--- config.mk ---
export PLATFORM = sky130hd
export DESIGN_NAME = sm_reg_reader
export DESIGN_NICKNAME = d
export VERILOG_FILES = /design/src/rtl/sm_reg_reader.sv
export SDC_FILE = /design/constraint.sdc
export NUM_CORES = 1
export LEC_CHECK = 0
export BUFFER_PORTS_ARGS = -buffer_cell sky130_fd_sc_hd__buf_2
export CAP_MARGIN = 20
export CELL_PAD_IN_SITES_DETAIL_PLACEMENT = 1
export CELL_PAD_IN_SITES_GLOBAL_PLACEMENT = 2
export CORE_UTILIZATION = 35
export DETAILED_ROUTE_END_ITERATION = 6
export PLACE_DENSITY_LB_ADDON = 0.2
export REMOVE_ABC_BUFFERS = 1
export SYNTH_ARGS = -nofsm -noshare
export SYNTH_HDL_FRONTEND = slang
export SYNTH_SLANG_ARGS = --single-unit
export TNS_END_PERCENT = 30
--- constraint.sdc ---
create_clock -name clk -period 3 [get_ports clk]
set_clock_uncertainty 0.05 [all_clocks]
set_input_delay 0.3 -clock clk [delete_from_list [all_inputs] [get_ports clk]]
set_output_delay 0.3 -clock clk [all_outputs]
set_load 0.01 [all_outputs]
--- src/rtl/sm_reg_reader.sv ---
// Store-multiple read sequencer: walks the selected registers in ascending
// index order, fetching each over the register file's asynchronous read port
// and writing it to consecutive memory addresses via a valid/ready handshake.
//
// state  | meaning
// -------+-------------------------------------------------------------
// IDLE   | waiting for start; xfer_count holds the last transfer's count
// SEL    | point rf_raddr at the lowest pending register
// FETCH  | capture rf_rdata and the current address into the write regs
// WRITE  | mem_we held high until mem_ready; then retire the register
// DONE   | one-cycle done pulse, then back to IDLE
module sm_reg_reader #(
    parameter int DATA_W = 16,
    parameter int NREG   = 8,
    parameter int ADDR_W = 16,
    parameter int IDX_W  = 3
) (
    input  logic              clk,
    input  logic              reset,
    input  logic              start,
    input  logic [NREG-1:0]   mask,
    input  logic [ADDR_W-1:0] base_addr,
    output logic              busy,
    output logic              done,
    output logic [3:0]        xfer_count,
    output logic [IDX_W-1:0]  rf_raddr,
    input  logic [DATA_W-1:0] rf_rdata,
    output logic [ADDR_W-1:0] mem_addr,
    output logic [DATA_W-1:0] mem_wdata,
    output logic              mem_we,
    input  logic              mem_ready
);

    typedef enum logic [2:0] {
        S_IDLE  = 3'd0,
        S_SEL   = 3'd1,
        S_FETCH = 3'd2,
        S_WRITE = 3'd3,
        S_DONE  = 3'd4
    } state_t;

    state_t              state_q, state_d;
    logic [NREG-1:0]     pend_q, pend_d;
    logic [ADDR_W-1:0]   addr_q, addr_d;
    logic [3:0]          cnt_q, cnt_d;
    logic [IDX_W-1:0]    raddr_q, raddr_d;
    logic [ADDR_W-1:0]   maddr_q, maddr_d;
    logic [DATA_W-1:0]   wdata_q, wdata_d;
    logic                we_q, we_d;
    logic                busy_q, busy_d;
    logic                done_q, done_d;

    logic [NREG-1:0]     clr_bit;
    logic [NREG-1:0]     pend_after;
    logic                accept;

    // Lowest set bit wins, so scanning downward leaves the smallest index.
    function automatic logic [IDX_W-1:0] lowest_idx(input logic [NREG-1:0] m);
        logic [IDX_W-1:0] r;
        r = '0;
        for (int i = NREG - 1; i >= 0; i--) begin
            if (m[i]) r = IDX_W'(i);
        end
        return r;
    endfunction

    // One-hot of the register currently being written, used to retire it.
    always_comb begin
        clr_bit          = '0;
        clr_bit[raddr_q] = 1'b1;
        pend_after       = pend_q & ~clr_bit;
        accept           = (state_q == S_WRITE) && we_q && mem_ready;
    end

    // Next-state and next-output computation for the whole sequencer.
    always_comb begin
        state_d = state_q;
        pend_d  = pend_q;
        addr_d  = addr_q;
        cnt_d   = cnt_q;
        raddr_d = raddr_q;
        maddr_d = maddr_q;
        wdata_d = wdata_q;
        we_d    = we_q;

        unique case (state_q)
            S_IDLE: begin
                if (start) begin
                    cnt_d = 4'd0;
                    if (mask != '0) begin
                        pend_d  = mask;
                        addr_d  = base_addr;
                        state_d = S_SEL;
                    end else begin
                        state_d = S_DONE;
                    end
                end
            end
            S_SEL: begin
                raddr_d = lowest_idx(pend_q);
                state_d = S_FETCH;
            end
            S_FETCH: begin
                wdata_d = rf_rdata;
                maddr_d = addr_q;
                we_d    = 1'b1;
                state_d = S_WRITE;
            end
            S_WRITE: begin
                if (accept) begin
                    pend_d  = pend_after;
                    addr_d  = addr_q + ADDR_W'(1);
                    cnt_d   = cnt_q + 4'd1;
                    we_d    = 1'b0;
                    state_d = (pend_after == '0) ? S_DONE : S_SEL;
                end
            end
            S_DONE: begin
                state_d = S_IDLE;
            end
            default: begin
                we_d    = 1'b0;
                state_d = S_IDLE;
            end
        endcase

        // Status outputs are registered, so derive them from the next state.
        busy_d = (state_d != S_IDLE);
        done_d = (state_d == S_DONE);
    end

    // State and output registers; reset aborts any transfer in flight.
    always_ff @(posedge clk or posedge reset) begin
        if (reset) begin
            state_q <= S_IDLE;
            pend_q  <= '0;
            addr_q  <= '0;
            cnt_q   <= '0;
            raddr_q <= '0;
            maddr_q <= '0;
            wdata_q <= '0;
            we_q    <= 1'b0;
            busy_q  <= 1'b0;
            done_q  <= 1'b0;
        end else begin
            state_q <= state_d;
            pend_q  <= pend_d;
            addr_q  <= addr_d;
            cnt_q   <= cnt_d;
            raddr_q <= raddr_d;
            maddr_q <= maddr_d;
            wdata_q <= wdata_d;
            we_q    <= we_d;
            busy_q  <= busy_d;
            done_q  <= done_d;
        end
    end

    assign busy       = busy_q;
    assign done       = done_q;
    assign xfer_count = cnt_q;
    assign rf_raddr   = raddr_q;
    assign mem_addr   = maddr_q;
    assign mem_wdata  = wdata_q;
    assign mem_we     = we_q;

endmodule

### Word-level counts from Yosys, hierarchy flattened

Index checks and enable logic that the tools add are counted.

* word-level logic and storage cells: 65
* output and inout port bits: 42
* bits in registers: 69

* bitwise operators: 3
* reductions and logical operators: 12
* $add $sub $neg: 2
* multiplexer cells: 28
* magnitude comparators: 2
* eq/ne operators: 8

Operators by type and width (count)
* two-way mux 16 bit: 3
* two-way mux 3 bit: 12
* case mux 16 bit (2 select lines): 1
* two-way mux 8 bit: 3
* adder 16 x 1 -> 16 bit (second input constant): 1
* case mux 8 bit (2 select lines): 1
* case mux 3 bit (4 select lines): 1
* AND 8 bit: 1
* zero test 8 bit: 1
* two-way mux 4 bit: 2
* NOT 8 bit: 1
* case mux 4 bit (2 select lines): 1
* nonzero test 8 bit: 1
* == test 3 x 2 -> 1 bit (second input constant): 2
* == test 3 bit (second input constant): 2
* inequality test 2 bit (second input constant): 3
* adder 4 x 1 -> 4 bit (second input constant): 1
* less-than comparator 3 x 4 -> 1 bit (second input constant): 1
* AND reduction 4 bit: 1
* demux 1 bit (select 3 bit): 1
* == test 3 x 1 -> 1 bit (second input constant): 1
* greater-or-equal comparator 3 x 1 -> 1 bit (second input constant): 1
* logical AND 1 bit: 3
* zero test 3 bit: 1
* 8 further kinds: 9

### Logic depth before layout (Yosys ltp)

Gate-level depths: netlist of run 1.

* word-level depth: 11
* mapped depth: 7

### Least setup slack after synthesis of run 1

No wires, ideal clock.

* path type: input -> register
* from: in mask[1]
* to: reg addr_q[4]
* setup slack: 1.177 ns
* data arrival time: 1.650 ns
* cell stages on the path: 7
* data required time: 2.826 ns
* path buffers: 2
* setup time: 0.124 ns
* path through: or4_1 > o21a_1 > or2_1 > buf_6 > buf_6 > a21oi_2 > a21oi_1

* word-level cells in the longest chain between the ends: 3

Ends and longest elaborated chain
* start, declared: line 21 `input logic [NREG-1:0] mask,`
* nonzero test 8 bit: line 90 `if (mask != '0) begin`
* inequality test 2 bit (no line)
* AND reduction 4 bit (no line)
* end signal, assigned: line 148 `addr_q <= addr_d;`
* end, declared: line 44 `logic [ADDR_W-1:0] addr_q, addr_d;`

Every way passes these cells.
A chain may end at the register's enable or synchronous reset.

### Final worst setup path of run 1

* from: reg state_q[0]
* to: reg addr_q[14]

* word-level cells in the longest chain between the ends: 5

Ends and longest elaborated chain
* start, declared: line 42 `state_t state_q, state_d;`
* start signal, assigned: line 146 `state_q <= state_d;`
* == test 3 x 2 -> 1 bit: line 72, 86
* logical AND 1 bit (2 in a row): line 72 `accept = (state_q == S_WRITE) && we_q && mem_ready;`
* inequality test 2 bit (no line)
* AND reduction 4 bit (no line)

Several ways; a longest one is shown, not always the timed one.

==> results.json, run 1 <==
{
  "cts_made_buffers": 9,
  "status": "completed",
  "clkTransAtPathRegs_ns": 0.08,
  "post-route-worst-setup-slack_ns": 0.688,
  "cts_sinks": 69,
  "p_comb_frac": 0.436,
  "seqPwrFrac": 0.392,
  "p_int_mw": 2.77,
  "cpLargestDelayFamily": "simple AND/OR/NAND/NOR gates",
  "cp_num_buf_inv": 1,
  "viasPerCell": 5.13,
  "ys_types": 49,
  "die_area_sq_um": 9890,
  "post_drt_wl_per_cell_um": 15.5,
  "dp_cells": 520,
  "initial_core_util": 0.360,
  "multiInputGateArea_sq_um": 1470,
  "crit_slowest_cell": "or2_1",
  "seq_area_sq_um": 1730,
  "drt_iter0_drc": 49,
  "max_stage_delay_ns": 0.50,
  "synthTopCellsByArea": "dfrtp_1 (52%), mux2_2 (11%), o21ai_0 (4.4%)",
  "leakage_nw": 1.82,
  "syn-mean-instance-area_sq_um": 10.5,
  "synth_seq_area_share": 0.520,
  "drt_pre_antenna_iters": 4,
  "relSlewSlack": 0.394,
  "grt_pass1_wl_um": 13500,
  "fillers": 1077,
  "min_path_type": "in -> reg",
  "switching_power_mw": 1.87,
  "cts_tree": "yes",
  "rsz0062_at_grt": "false",
  "synth_edf_count": 0,
  "synth_ff_type": "dfrtp_1",
  "worstMarginPinSlew_ns": 0.909,
  "synth_top_area_frac": 0.520,
  "finalSetupViolations": 0,
  "period_minus_slack_ns": 2.31,
  "ctsHoldBuffers": 0,
  "p_clk_frac": 0.171,
  "design_area_sq_um": 4090,
  "grt_max_degree": 70,
  "cap_violations": 0,
  "syn_to_final_growth_pct": 23.2,
  "clock-root-buffer": "clkbuf_8",
  "cp-start-kind": "flop",
  "nets": 448,
  "final_antenna_net_count": 0,
  "syn-instance-count": 315,
  "ys_ff_latch": 69,
  "antenna_found_initial": 0,
  "drive_gt1_frac": 0.383,
  "peakVddDrop_v": 0.000339,
  "holdWs_ns": 0.136,
  "core_sq_um": 9240,
  "synth_area_sq_um": 3320,
  "finish.utilization": 0.443,
  "hpwl_um": 5800,
  "crit_required_ns": 3.21,
  "grt-ovfl-total": 0,
  "clkLatencyLatePin_ns": 0.34,
  "stdcell_count": 536,
  "num_vias": 2751,
  "cp_common_cell": "a21oi_1",
  "endpoint_kind": "flop",
  "post-place-ws_ns": 0.665,
  "ios": 86,
  "period_share": 0.771,
  "grt_pass1_vias": 2655,
  "drc": 0,
  "drt-total-wl_um": 8330,
  "cts_setup_buffers": 0,
  "clock_path_buffers": 2,
  "rows": 35,
  "antennaDiodeCount": 0,
  "worstSetupPathType": "reg -> reg",
  "fp.dieH_um": 99.4,
  "p_sw_frac": 0.404,
  "post_cts_resized": 0,
  "die_x_um": 99.4,
  "arrival_ns": 2.52,
  "crit_chain": "nor2b_1 > and4_1 > or2_1 > buf_4 > a21oi_1 > a21oi_1",
  "fmax_ghz": 0.432,
  "track_usage": 0.177,
  "power_mw": 4.64,
  "dpl_cell_area_sq_um": 3880,
  "port_buffers": 85,
  "power_density_nw_per_um2": 1130,
  "setup_tns_ns": 0,
  "cts_htree_levels": 3,
  "gp_congestion": 0.724,
  "hold_viol": 0,
  "ys.warnings.count": 0,
  "synth_top_area_cell": "dfrtp_1",
  "async_flop_share": 1.00,
  "drv_slew": 0,
  "crit_fanout": 15
}
kinds of logic (layout without fill, tap and decap cells):
| group | after synthesis | count (layout) | synth area share |
|---|---|---|---|
| mux | 33 | 33 | 0.111 |
| fa+ha+maj | 2 | 2 | 0.00753 |
| flops | 69 | 69 | 0.520 |
| buf+inv | 27 | 119 | 0.0399 |
| compound gates | 90 | 90 | 0.172 |
| xor+xnor | 2 | 2 | 0.00527 |
| simple gates | 92 | 92 | 0.144 |
sequential cells by signal, indices dropped and copies added, names as in the netlist, 3 cells and up:
register,cells
mem_addr,16
addr_q,16
xfer_count,4
rf_raddr,3
state_q,3
mem_wdata,16
pend_q,8
worst paths after layout:
kind	start	end	slack (ns)	cells after the start
max	state_q[0]	addr_q[14]	0.69	6
min	mask[1]	pend_q[1]	0.14	3
max reg2reg	state_q[0]	addr_q[14]	0.69	6
min reg2reg	mem_wdata[11]	mem_wdata[11]	0.45	1
max in group asynchronous	reset	addr_q[13]	2.13	3
min in group asynchronous	reset	mem_wdata[11]	0.18	3
synth_stat cells (all sizes together), types with 3 or more instances:
| library cell | instances |
|---|---|
| a21o | 3 |
| a21oi | 31 |
| a22o | 5 |
| buf | 10 |
| clkbuf | 8 |
| dfrtp | 69 |
| inv | 9 |
| mux2 | 32 |
| nand2 | 30 |
| nand3 | 6 |
| nand4 | 7 |
| nor2 | 15 |
| nor3 | 8 |
| nor3b | 5 |
| o21ai | 29 |
| o22ai | 7 |
power by group through the flow:
| stage | clock, mW | sequential [mW] | combinational [mW] |
|---|---|---|---|
| 6_report | 0.794 | 1.82 | 2.02 |
| 5_1_grt | 0.860 | 1.90 | 2.27 |
| 4_1_cts | 0.825 | 1.82 | 2.07 |
| 3_5_place_dp | 0 | 1.84 | 2.06 |
| 3_3_place_gp | 0 | 1.81 | 2.01 |
| 2_1_floorplan | 0 | 1.85 | 1.25 |
layout by cell type (no fill, tap or decap), types with 2 or more instances in the layout:
cell type,instances
a21o_1,3
a21oi_1,24
a21oi_2,7
a22o_1,5
a41oi_1,2
and2_1,2
and3_1,2
buf_2,85
buf_4,9
clkbuf_8,11
clkinvlp_4,2
dfrtp_1,69
ha_1,2
inv_1,8
mux2_2,32
nand2_1,30
nand3_1,6
nand3b_1,2
nand4_1,7
nor2_1,15
nor2b_1,2
nor3_1,8
nor3b_1,4
nor4_1,2
o21ai_0,29
o22ai_1,7
o41ai_1,2
or3_1,2
xor2_1,2
per-layer routing:
layer	wire length [um]	global-route usage	vias up
met5	0	0	-
met4	110	0.0814	0
met3	265	0.0281	10
met2	3860	0.277	63
met1	4090	0.241	1357
li1	-	-	1321
layout make-up:
| cell class | instances | area share |
|---|---|---|
| Multi-Input combinational cell | 219 | 0.359 |
| Clock buffer | 11 | 0.0370 |
| Inverter | 9 | 0.00825 |
| Clock inverter | 5 | 0.0144 |
| Sequential cell | 69 | 0.422 |
| Tap cell | 129 | 0.0394 |
| Timing Repair Buffer | 94 | 0.120 |
worst register-to-register path, cell delays in order (launching register included):
cell and delay (ns):
dfrtp_1 0.47, nor2b_1 0.33, and4_1 0.33, or2_1 0.50, buf_4 0.33, a21oi_1 0.09
a21oi_1 0.13
Note: power is estimated with default switching activity, not from simulation.
==> run 2: changes to the inputs <==
CORE_UTILIZATION = 33   (was 35)
clock period = 2.3 ns   (was 3 ns; I/O delays follow)
==> results.json, run 2 (synthesized netlist as in run 1, its figures left out) <==
{
  "status": "completed",
  "finalSetupViolations": 0,
  "clock_path_buffers": 2,
  "post_drt_wl_per_cell_um": 15.5,
  "peakVddDrop_v": 0.000455,
  "cts_htree_levels": 3,
  "r2r_start": "state_q[1]",
  "cts_made_buffers": 9,
  "rsz0062_at_grt": "false",
  "fillers": 1156,
  "port_buffers": 85,
  "antenna_found_initial": 0,
  "crit_fanout": 22,
  "hold_depth": 3,
  "rr_worst_depth": 6,
  "post_cts_resized": 0,
  "viasPerCell": 5.09,
  "power_density_nw_per_um2": 1500,
  "track_usage": 0.174,
  "seq_area_sq_um": 1730,
  "drv_slew": 0,
  "grt_pass1_vias": 2774,
  "hpwl_um": 6030,
  "fp.dieH_um": 102,
  "die_area_sq_um": 10500,
  "grt-ovfl-total": 0,
  "crit_required_ns": 2.52,
  "drt_pre_antenna_iters": 4,
  "drt_iter0_drc": 75,
  "use_met2": 0.274,
  "dp_cells": 529,
  "cap_violations": 0,
  "post-place-ws_ns": 0.255,
  "worstSetupPathType": "reg -> reg",
  "final_antenna_net_count": 0,
  "nets": 454,
  "gr-usage-met3": 0.0369,
  "finish.utilization": 0.431,
  "clock-root-buffer": "clkbuf_8",
  "dpl_cell_area_sq_um": 3960,
  "worstMarginPinSlew_ns": 0.554,
  "multiInputGateArea_sq_um": 1470,
  "ios": 86,
  "clkTransAtPathRegs_ns": 0.08,
  "cts_setup_buffers": 0,
  "period_minus_slack_ns": 1.95,
  "drive_gt1_frac": 0.387,
  "power_mw": 6.31,
  "endpoint_kind": "flop",
  "gp_congestion": 0.767,
  "fmax_ghz": 0.512,
  "die_x_um": 102,
  "stdcell_count": 546,
  "min_path_type": "in -> reg",
  "cp-start-kind": "flop",
  "design_area_sq_um": 4210,
  "clkLatencyLatePin_ns": 0.35,
  "layout_commonest_cell": "buf_2",
  "layout_common_cells": "buf_2 (85), dfrtp_1 (69), mux2_2 (32), nand2_1 (30), o21ai_0 (29)",
  "grt.busiest_layer": "met2",
  "cts_sinks": 69,
  "leakage_nw": 1.88,
  "drc": 0,
  "hold_viol": 0,
  "post-route-worst-setup-slack_ns": 0.346,
  "antennaDiodeCount": 0,
  "min_from": "mask[6]",
  "period_share": 0.850,
  "grt_pass1_wl_um": 13700,
  "initial_core_util": 0.340,
  "arrival_ns": 2.17,
  "syn_to_final_growth_pct": 26.8,
  "ctsHoldBuffers": 1,
  "use_met1": 0.235,
  "drt-total-wl_um": 8450,
  "relSlewSlack": 0.628,
  "num_vias": 2778,
  "rrSetupSlack_ns": 0.35,
  "core_sq_um": 9770,
  "crit_path_start": "state_q[1]",
  "cts_tree": "yes",
  "rows": 36,
  "grt_max_degree": 39
}
-- run 2: report_power, final --
| group | internal (mW) | switching [mW] | total [mW] |
|---|---|---|---|
| clock | 0.721 | 0.485 | 1.21 |
| sequential | 1.79 | 0.510 | 2.30 |
| combinational | 1.34 | 1.46 | 2.80 |
-- run 2: path summary, 6_finish.rpt --
check	end
setup / recovery	addr_q[2]
hold / removal	pend_q[6]
setup reg to reg	addr_q[2]
hold reg to reg	mem_wdata[5]
max in group asynchronous	rf_raddr[1]
min in group asynchronous	mem_wdata[3]
-- run 2: worst max-delay path, cell delays in order, from the launching register on --
cell and delay, ns:
dfrtp_1 0.52, nor4b_2 0.35, o21a_1 0.22, or2_1 0.27
buf_12 0.21, o21ai_0 0.11, a22oi_2 0.12
-- run 2: layout make-up --
cell class,instances,area share
repair buffers,100,0.137
clock buffers,10,0.0303
flip-flops and latches,69,0.410
inverters,9,0.00802
multi-input cells,219,0.349
clock inverters,6,0.0264
well taps,133,0.0395
-- run 2: layer usage --
layer,share of wire,wire length [um]
met3,0.042,355
met2,0.46,3930
met5,0,0
met4,0.016,136
met1,0.48,4030
-- run 2: stage by stage --
| step | hold WS [ns] | setup TNS (ns) |
|---|---|---|
| final | 0.0555 | 0 |
| after global routing | 0.0432 | 0 |
| after CTS | 0.0431 | 0 |
| after detailed placement | 0.240 | 0 |
| after global placement | 0.239 | 0 |
| after floorplan | 0.297 | -44.51 |
